`src/rtl/qsfp_xcvr_test_csr_agent.sv`:
```
// Avalon-MM CSR agent on the m0 side of the transceiver-test bridge: 8-word map, wait states, pipelined reads.
// Define QSFP_CSR_AGENT_COUNTER_EN to build the free-running COUNTER register at word 4.
module qsfp_xcvr_test_csr_agent #(
    parameter int unsigned ADDR_WIDTH   = 15,
    parameter int unsigned WAIT_STATES  = 0,
    parameter int unsigned READ_LATENCY = 2,
    parameter logic [31:0] ID_VALUE     = 32'h5153_0001
) (
    input  logic                  clk,
    input  logic                  reset_n,
    output logic                  s0_waitrequest,
    output logic [31:0]           s0_readdata,
    output logic                  s0_readdatavalid,
    input  logic                  s0_burstcount,
    input  logic [31:0]           s0_writedata,
    input  logic [ADDR_WIDTH-1:0] s0_address,
    input  logic                  s0_write,
    input  logic                  s0_read,
    input  logic [3:0]            s0_byteenable,
    input  logic                  s0_debugaccess,
    output logic [31:0]           ctrl_out,
    input  logic [31:0]           status_in
);

    typedef enum logic [1:0] {
        ST_IDLE,
        ST_WAIT,
        ST_ACCEPT
    } waitState_e;

    logic        cmdPresent;
    logic        accept;
    logic        isWrite;
    logic        isRead;
    logic        addrHit;
    logic [2:0]  regSel;
    logic        waitReq_q;

    logic [31:0] scratch_q, scratch_d;
    logic [31:0] ctrl_q, ctrl_d;
    logic [31:0] wrCount_q, wrCount_d;
    logic [31:0] status_q;
    logic [31:0] counterVal;
    logic [31:0] readMux;

    logic [READ_LATENCY-1:0] pipeValid_q;
    logic [31:0]             pipeData_q [READ_LATENCY];

    // Bursts are always single-beat here, so the burst count carries no information.
    logic unusedBurst;
    assign unusedBurst = s0_burstcount;

    function automatic logic [31:0] mergeBytes(input logic [31:0] oldVal,
                                               input logic [31:0] newVal,
                                               input logic [3:0]  be);
        mergeBytes = oldVal;
        for (int b = 0; b < 4; b++) begin
            if (be[b]) mergeBytes[8*b +: 8] = newVal[8*b +: 8];
        end
    endfunction

    assign cmdPresent     = s0_read | s0_write;
    assign accept         = cmdPresent & ~s0_waitrequest;
    assign isWrite        = accept & s0_write;
    assign isRead         = accept & s0_read & ~s0_write;
    assign addrHit        = (s0_address[ADDR_WIDTH-1:3] == '0);
    assign regSel         = s0_address[2:0];
    assign s0_waitrequest = waitReq_q;

    generate
        if (WAIT_STATES == 0) begin : g_noWait
            always_ff @(posedge clk) begin
                if (!reset_n) waitReq_q <= 1'b1;
                else          waitReq_q <= 1'b0;
            end
        end else begin : g_waitFsm
            localparam int unsigned CW = $clog2(WAIT_STATES + 1);
            waitState_e    state_q;
            logic [CW-1:0] waitCnt_q;

            always_ff @(posedge clk) begin
                if (!reset_n) begin
                    state_q   <= ST_IDLE;
                    waitCnt_q <= '0;
                    waitReq_q <= 1'b1;
                end else begin
                    case (state_q)
                        ST_IDLE: begin
                            if (cmdPresent) begin
                                state_q   <= ST_WAIT;
                                waitCnt_q <= '0;
                            end
                        end
                        ST_WAIT: begin
                            if (!cmdPresent) begin
                                state_q   <= ST_IDLE;
                                waitCnt_q <= '0;
                            end else if (waitCnt_q == CW'(WAIT_STATES - 1)) begin
                                state_q   <= ST_ACCEPT;
                                waitCnt_q <= '0;
                                waitReq_q <= 1'b0;
                            end else begin
                                waitCnt_q <= waitCnt_q + 1'b1;
                            end
                        end
                        ST_ACCEPT: begin
                            state_q   <= ST_IDLE;
                            waitReq_q <= 1'b1;
                        end
                        default: begin
                            state_q   <= ST_IDLE;
                            waitCnt_q <= '0;
                            waitReq_q <= 1'b1;
                        end
                    endcase
                end
            end
        end
    endgenerate

    // Every accepted write is counted, even when it lands on a read-only or unmapped word.
    always_comb begin
        scratch_d = scratch_q;
        ctrl_d    = ctrl_q;
        wrCount_d = wrCount_q;
        if (isWrite) begin
            wrCount_d = wrCount_q + 32'd1;
            if (addrHit && regSel == 3'd1) scratch_d = mergeBytes(scratch_q, s0_writedata, s0_byteenable);
            if (addrHit && regSel == 3'd2) ctrl_d    = mergeBytes(ctrl_q, s0_writedata, s0_byteenable);
        end
    end

    always_ff @(posedge clk) begin
        if (!reset_n) begin
            scratch_q <= '0;
            ctrl_q    <= '0;
            wrCount_q <= '0;
            status_q  <= '0;
        end else begin
            scratch_q <= scratch_d;
            ctrl_q    <= ctrl_d;
            wrCount_q <= wrCount_d;
            status_q  <= status_in;
        end
    end

`ifdef QSFP_CSR_AGENT_COUNTER_EN
    logic [31:0] counter_q, counter_d;

    always_comb begin
        counter_d = counter_q + 32'd1;
        if (isWrite && addrHit && regSel == 3'd4 && s0_debugaccess)
            counter_d = mergeBytes(counter_q, s0_writedata, s0_byteenable);
    end

    always_ff @(posedge clk) begin
        if (!reset_n) counter_q <= '0;
        else          counter_q <= counter_d;
    end

    assign counterVal = counter_q;
`else
    logic unusedDebug;
    assign unusedDebug = s0_debugaccess;
    assign counterVal  = '0;
`endif

    always_comb begin
        readMux = '0;
        if (addrHit) begin
            case (regSel)
                3'd0:    readMux = ID_VALUE;
                3'd1:    readMux = scratch_q;
                3'd2:    readMux = ctrl_q;
                3'd3:    readMux = status_q;
                3'd4:    readMux = counterVal;
                3'd5:    readMux = wrCount_q;
                default: readMux = '0;
            endcase
        end
    end

    // Read data is frozen at acceptance so a same-cycle write never leaks into the response.
    always_ff @(posedge clk) begin
        if (!reset_n) begin
            pipeValid_q <= '0;
            for (int i = 0; i < READ_LATENCY; i++) pipeData_q[i] <= '0;
        end else begin
            pipeValid_q[0] <= isRead;
            pipeData_q[0]  <= readMux;
            for (int i = 1; i < READ_LATENCY; i++) begin
                pipeValid_q[i] <= pipeValid_q[i-1];
                pipeData_q[i]  <= pipeData_q[i-1];
            end
        end
    end

    assign s0_readdatavalid = pipeValid_q[READ_LATENCY-1];
    assign s0_readdata      = pipeData_q[READ_LATENCY-1];
    assign ctrl_out         = ctrl_q;

endmodule

```
`config.mk`:
```
export PLATFORM = sky130hd
export DESIGN_NAME = qsfp_xcvr_test_csr_agent
export DESIGN_NICKNAME = d
export VERILOG_FILES = /design/src/rtl/qsfp_xcvr_test_csr_agent.sv
export SDC_FILE = /design/constraint.sdc
export NUM_CORES = 1
export LEC_CHECK = 0
export CAP_MARGIN = 10
export CORE_ASPECT_RATIO = 0.75
export CORE_MARGIN = 5
export CORE_UTILIZATION = 50
export CTS_CLUSTER_DIAMETER = 150
export DETAILED_ROUTE_END_ITERATION = 10
export HOLD_SLACK_MARGIN = 0.03
export PLACE_DENSITY = 0.78
export SLEW_MARGIN = 10
export SYNTH_ARGS = -nofsm -noshare
export SYNTH_HDL_FRONTEND = slang
export SYNTH_SLANG_ARGS = --single-unit
```
`constraint.sdc`:
```
create_clock -name clk -period 2.8 [get_ports clk]
set_input_delay 0.7 -clock clk [delete_from_list [all_inputs] [get_ports clk]]
set_output_delay 0.7 -clock clk [all_outputs]
set_load 0.02 [all_outputs]
```
; Yosys cells after proc, flatten, opt, wreduce, memory -nomap -nowiden
; Memories as Yosys holds them, arrays and structs flattened.
; Cells that the tools add are included.
[word_totals]
register_bits = 131
mem_bits_rw = 64
inputBits = 89
word_cells = 45
n_memories = 1
[mem_list]
columns = memory, depth, width, rd, rd_clocked_by_memory_dff, wr, line
row1 = pipeData_q, 2, 32, 2, 0, 2, 47  ; logic [31:0] pipeData_q [READ_LATENCY];
[op_classes]
add_sub_neg = 1
eq_ne = 4
mux = 6
bitwise = 9
n_reduce_logical = 12
[op_table]
columns = cell, n
row1 = 32-bit case mux with 5 select lines, 1
row2 = 32-bit 2-to-1 mux, 3
row3 = "32-bit by 1-bit adder with 32-bit output, second input constant", 1
row4 = 3-bit AND reduction, 8
row5 = 12-bit logical NOT, 1
row6 = "3-bit by 2-bit equality test with 1-bit output, second input constant", 2
row7 = 1-bit bitwise AND, 4
row8 = "3-bit by 1-bit equality test with 1-bit output, second input constant", 1
row9 = "3-bit equality test, second input constant", 1
row10 = 3-bit logical NOT, 1
row11 = 1-bit OR, 3
row12 = 1-bit logical AND, 2
row13 = 1-bit 2-to-1 mux, 2
row14 = 1-bit NOT, 2

; Logic depth before layout (Yosys ltp)
[logic_depth]
ltp_word = 4
ltp_mapped = 7

; Least setup slack after synthesis
; OpenSTA, ideal clock, no wires.
[synth_timing]
path_kind = input to register
startpoint = input port s0_write
endpoint = register wrCount_q[26]
arrival_time_ns = 2.118
required_time_ns = 2.730
setup_slack_ns = 0.612
stages = 5
cell_sequence = nand3b_1 > or4_4 > buf_6 > or4_1 > a21oi_1
[synth_via]
elab_chain_cells = 3
[synth_rtl]
columns = item, line
row1 = from (decl), 17  ; input logic s0_write,
row2 = 1-bit OR, 62  ; assign cmdPresent = s0_read | s0_write;
row3 = 1-bit bitwise AND, 63  ; assign accept = cmdPresent & ~s0_waitrequest;
row4 = 1-bit bitwise AND (*), 64  ; assign isWrite = accept & s0_write;
row5 = to (signal assigned), 142  ; wrCount_q <= wrCount_d;
row6 = to (decl), 41  ; logic [31:0] wrCount_q, wrCount_d;
; Every way passes the cells marked *; elsewhere a longest branch is shown, timed or not.
; A chain may end at the register's enable or synchronous reset.

; Worst setup path in the final report
; Ends and elaborated chain as after synthesis.

==> results.cfg <==
[power]
p_leak_nw = 3.16
power.ir.vdd_worst_mv = 0.449
powerDensity_nw_per_um2 = 552
post-layout-total-power_mw = 5.37

[synth]
dominantRegCellSynth = sky130_fd_sc_hd__dfxtp_1
synthAdderAreaFrac = 0.00165
postSynthCellCount = 825
synth_cell_type_count = 39
seq_area_frac_synth = 0.516
largest_family_of_logic_cells_by_synthesized_area = compound AO/OA/AOI/OAI gates
number_of_enable_flip_flop_cells_after_synthesis = 0
netlist.top_cell.by_area = sky130_fd_sc_hd__dfxtp_1
synth_nets = 915
synth_xor_area_frac = 0.0116
synth-simple-area-share = 0.192
synthArstFlopShare = 0
synth_mux_area_frac = 0.00265
synth.cell_area_um2 = 7560
synth_compound_gate_area_share = 0.197
synthTopCellsByArea = sky130_fd_sc_hd__dfxtp_1 52%, sky130_fd_sc_hd__a21oi_1 7.1%, sky130_fd_sc_hd__nand4_1 5.9%
post_synth.cell_area_avg_um2 = 9.16
synth_largest_type_area_fraction = 0.516
synth-warning-count = 0
number_of_flip_flops_and_latches_in_the_synthesized_netlist = 195

[place]
pre_cts_slack_ns = -0.0451
io_buffer_count = 152
placed_cells = 1108
detail_placement_hpwl_mm = 15.0
place_congestion = 0.865

[setup_path]
timing.reg2reg.worst_path_depth = 5
crit_path_cell_trace = clkdlybuf4s50_1 -> nand3b_1 -> or4_4 -> or4_1 -> a21oi_1
cp_data_arrival_time_ns = 2.82
critical-path-top-delay-family = simple AND/OR/NAND/NOR gates
cp.required_ns = 3.15
critical_path_buf_inv_count = 1
rr_startpoint = wrCount_q[0]
setup.worst_path.end_class = flop
cpPeakStageDelay_ns = 0.68
ff2ff_setup_slack_ns = 0.57
r2r_end = wrCount_q[26]
worstSetupPathType = input pin to flop
worst-path-max-fanout = 20
worst_setup_path_start_kind = input pin
cp_slowest_cell = sky130_fd_sc_hd__or4_4

[global_route]
grtUsageTotal = 0.245
grt_antenna_before_repair = 1
grt_pass1_wl_mm = 34.5
gr-total-overflow = 0
via_count_of_the_first_global_routing_pass = 6504
largest_net_degree_at_the_start_of_global_routing = 79

[sta]
fmax_ghz = 0.405
post-route-period-util = 0.881
unrepaired_setup_endpoints_after_global_routing = false
hold_violations = 0
finalSetupViolCount = 0
tightest_slew_ns = 0.525
totalNegativeSetupSlack_ns = 0
period_minus_slack_ns = 2.47
finalWorstSetupSlack_ns = 0.333
skew_ns = 0.00506
report.final.slew_viol_count = 0
slew_headroom = 0.649

[min_path]
timing.hold.worst_path_depth = 1
min_delay_worst_endpoint = pipeData_q[0][53]
hold_path_startpoint = pipeData_q[0][21]
holdCritPathClass = flop to flop

[clocking]
cts_root_buf = sky130_fd_sc_hd__clkbuf_16
max-clock-path-buffers = 2
number_of_cts_inserted_buffers = 17
tritoncts_num_sinks = 195
post_cts_resize_count = 0
clk_latency_ns = 0.43
post-cts-setup-buffer-count = 0
htree_levels = 4
cts_tree = done
cts.clk_slew.worst_paths_ns = 0.07
holdBufCountCts = 0

[detailed_routing]
ant_nets = 0
avgRoutedWirePerCell_um = 19.2
vias_per_cell = 6.04
vias = 6878
drtIter0Drc = 965
drtPass1Iterations = 5
route.detailed.drc = 0
postRouteWirelength_mm = 21.9

[layout]
layout.cells.most_common_list = 195 x sky130_fd_sc_hd__dfxtp_1, 151 x sky130_fd_sc_hd__clkdlybuf4s50_1, 107 x sky130_fd_sc_hd__a21oi_1, 75 x sky130_fd_sc_hd__o21ai_0, 71 x sky130_fd_sc_hd__nand4_1
syn2layout_area_growth_pct = 28.5
stdcell_count = 1138
insertedDiodeCount = 0
most_common_library_cell_in_the_layout_ignoring_fill_and_taps = sky130_fd_sc_hd__dfxtp_1
fraction_of_final_layout_cells_sized_beyond_drive_strength_1 = 0.0800
fin_nets = 1017

[floorplanning]
dieHeight_um = 116
core_area_um2 = 14600
die_area_um2 = 17700
fp.dieW_um = 152
floorplan.initialDensity = 0.516
rows = 38
io-pin-count = 155

[outcome]
status = finished, final reports clean

[flow_run]
drv.max_cap_violation_count = 0
==> cell families (layout without fill, tap and decap cells) <==
logic type	Yosys count	in the layout
AOI/OAI and AO/OA	257	257
xor gates and xnor gates	10	10
adders and majority gates	1	1
buffers and inverters	122	235
DFF	195	195
muxes	2	2
and+or+nand+nor	238	238
==> cells in the mapped netlist (2+ instances only) <==
cell,instances
sky130_fd_sc_hd__a21oi_1,107
sky130_fd_sc_hd__a222oi_1,8
sky130_fd_sc_hd__a22oi_1,48
sky130_fd_sc_hd__and2_1,67
sky130_fd_sc_hd__and3_1,4
sky130_fd_sc_hd__and4_1,3
sky130_fd_sc_hd__buf_1,3
sky130_fd_sc_hd__buf_4,32
sky130_fd_sc_hd__buf_6,2
sky130_fd_sc_hd__clkbuf_1,71
sky130_fd_sc_hd__clkinv_1,2
sky130_fd_sc_hd__dfxtp_1,195
sky130_fd_sc_hd__inv_1,12
sky130_fd_sc_hd__mux2i_1,2
sky130_fd_sc_hd__nand2_1,9
sky130_fd_sc_hd__nand3_1,17
sky130_fd_sc_hd__nand4_1,71
sky130_fd_sc_hd__nor2_1,19
sky130_fd_sc_hd__nor2b_1,9
sky130_fd_sc_hd__nor3_1,6
sky130_fd_sc_hd__nor4_1,4
sky130_fd_sc_hd__o21a_1,2
sky130_fd_sc_hd__o21ai_0,75
sky130_fd_sc_hd__o22ai_1,4
sky130_fd_sc_hd__o31ai_1,13
sky130_fd_sc_hd__or3_1,6
sky130_fd_sc_hd__or4_1,13
sky130_fd_sc_hd__or4_4,2
sky130_fd_sc_hd__xnor2_1,7
sky130_fd_sc_hd__xor2_1,3
==> area by class of cell <==
cell class                      count  area [um2]
Fill cell                        1227        4930
Sequential cell                   195        3900
Multi-Input combinational cell    508        3070
Timing Repair Buffer              191        1900
Clock buffer                       21         450
Tap cell                          200         250
Clock inverter                      9        85.1
Inverter                           14        52.6
==> power breakdown <==
| part | switching [mW] | internal, mW | total, mW |
|---|---|---|---|
| sequential | 0.0129 | 2.80 | 2.81 |
| clock | 1.01 | 1.23 | 2.25 |
| combinational | 0.145 | 0.161 | 0.307 |
==> registers in the layout, summed over array words and instances (netlist names) <==
signal / count
pipeValid_q: 2
ctrl_out: 32
wrCount_q: 32
scratch_q: 32
pipeData_q: 64
status_q: 32
s0_waitrequest: 1
==> worst register-to-register path, delay by kind of cell (launching register included) <==
family / cells / cell delay, ns
AO/OA/AOI/OAI: 1 / 0.18
adder cells (fa/ha/maj): 1 / 0.22
flip-flops: 1 / 0.44
AND/OR/NAND/NOR: 3 / 1.32
==> metrics by stage <==
stage                     hold slack (ns)  area [um2]  utilization
after CTS                           0.435        9710        0.663
final                               0.432        9710        0.663
after floorplan                     0.412        7560            -
after global routing                0.444        9710        0.663
after detailed placement            0.418        9180        0.627
after global placement              0.417        9180        0.627
==> worst max-delay path by stage <==
stage	start	end	slack [ns]	depth (start not counted)
final	s0_write	wrCount_q[26]	0.33	5
after global placement	s0_write	wrCount_q[26]	0.009	5
after global routing	s0_write	wrCount_q[30]	0.28	5
after floorplan	s0_write	wrCount_q[26]	0.61	5
after CTS	s0_write	wrCount_q[26]	0.34	5
after detailed placement	s0_write	wrCount_q[30]	-0.05	5
==> per-layer routing <==
layer	routed length, um	up-vias	share of wire	GRT usage
met5	12	-	0.00055	0
met4	423	2	0.019	0.0784
met2	9480	385	0.43	0.357
met3	2230	36	0.10	0.0700
li1	-	3180	-	-
met1	9740	3275	0.45	0.353
Note: power is estimated with default switching activity, not from simulation.
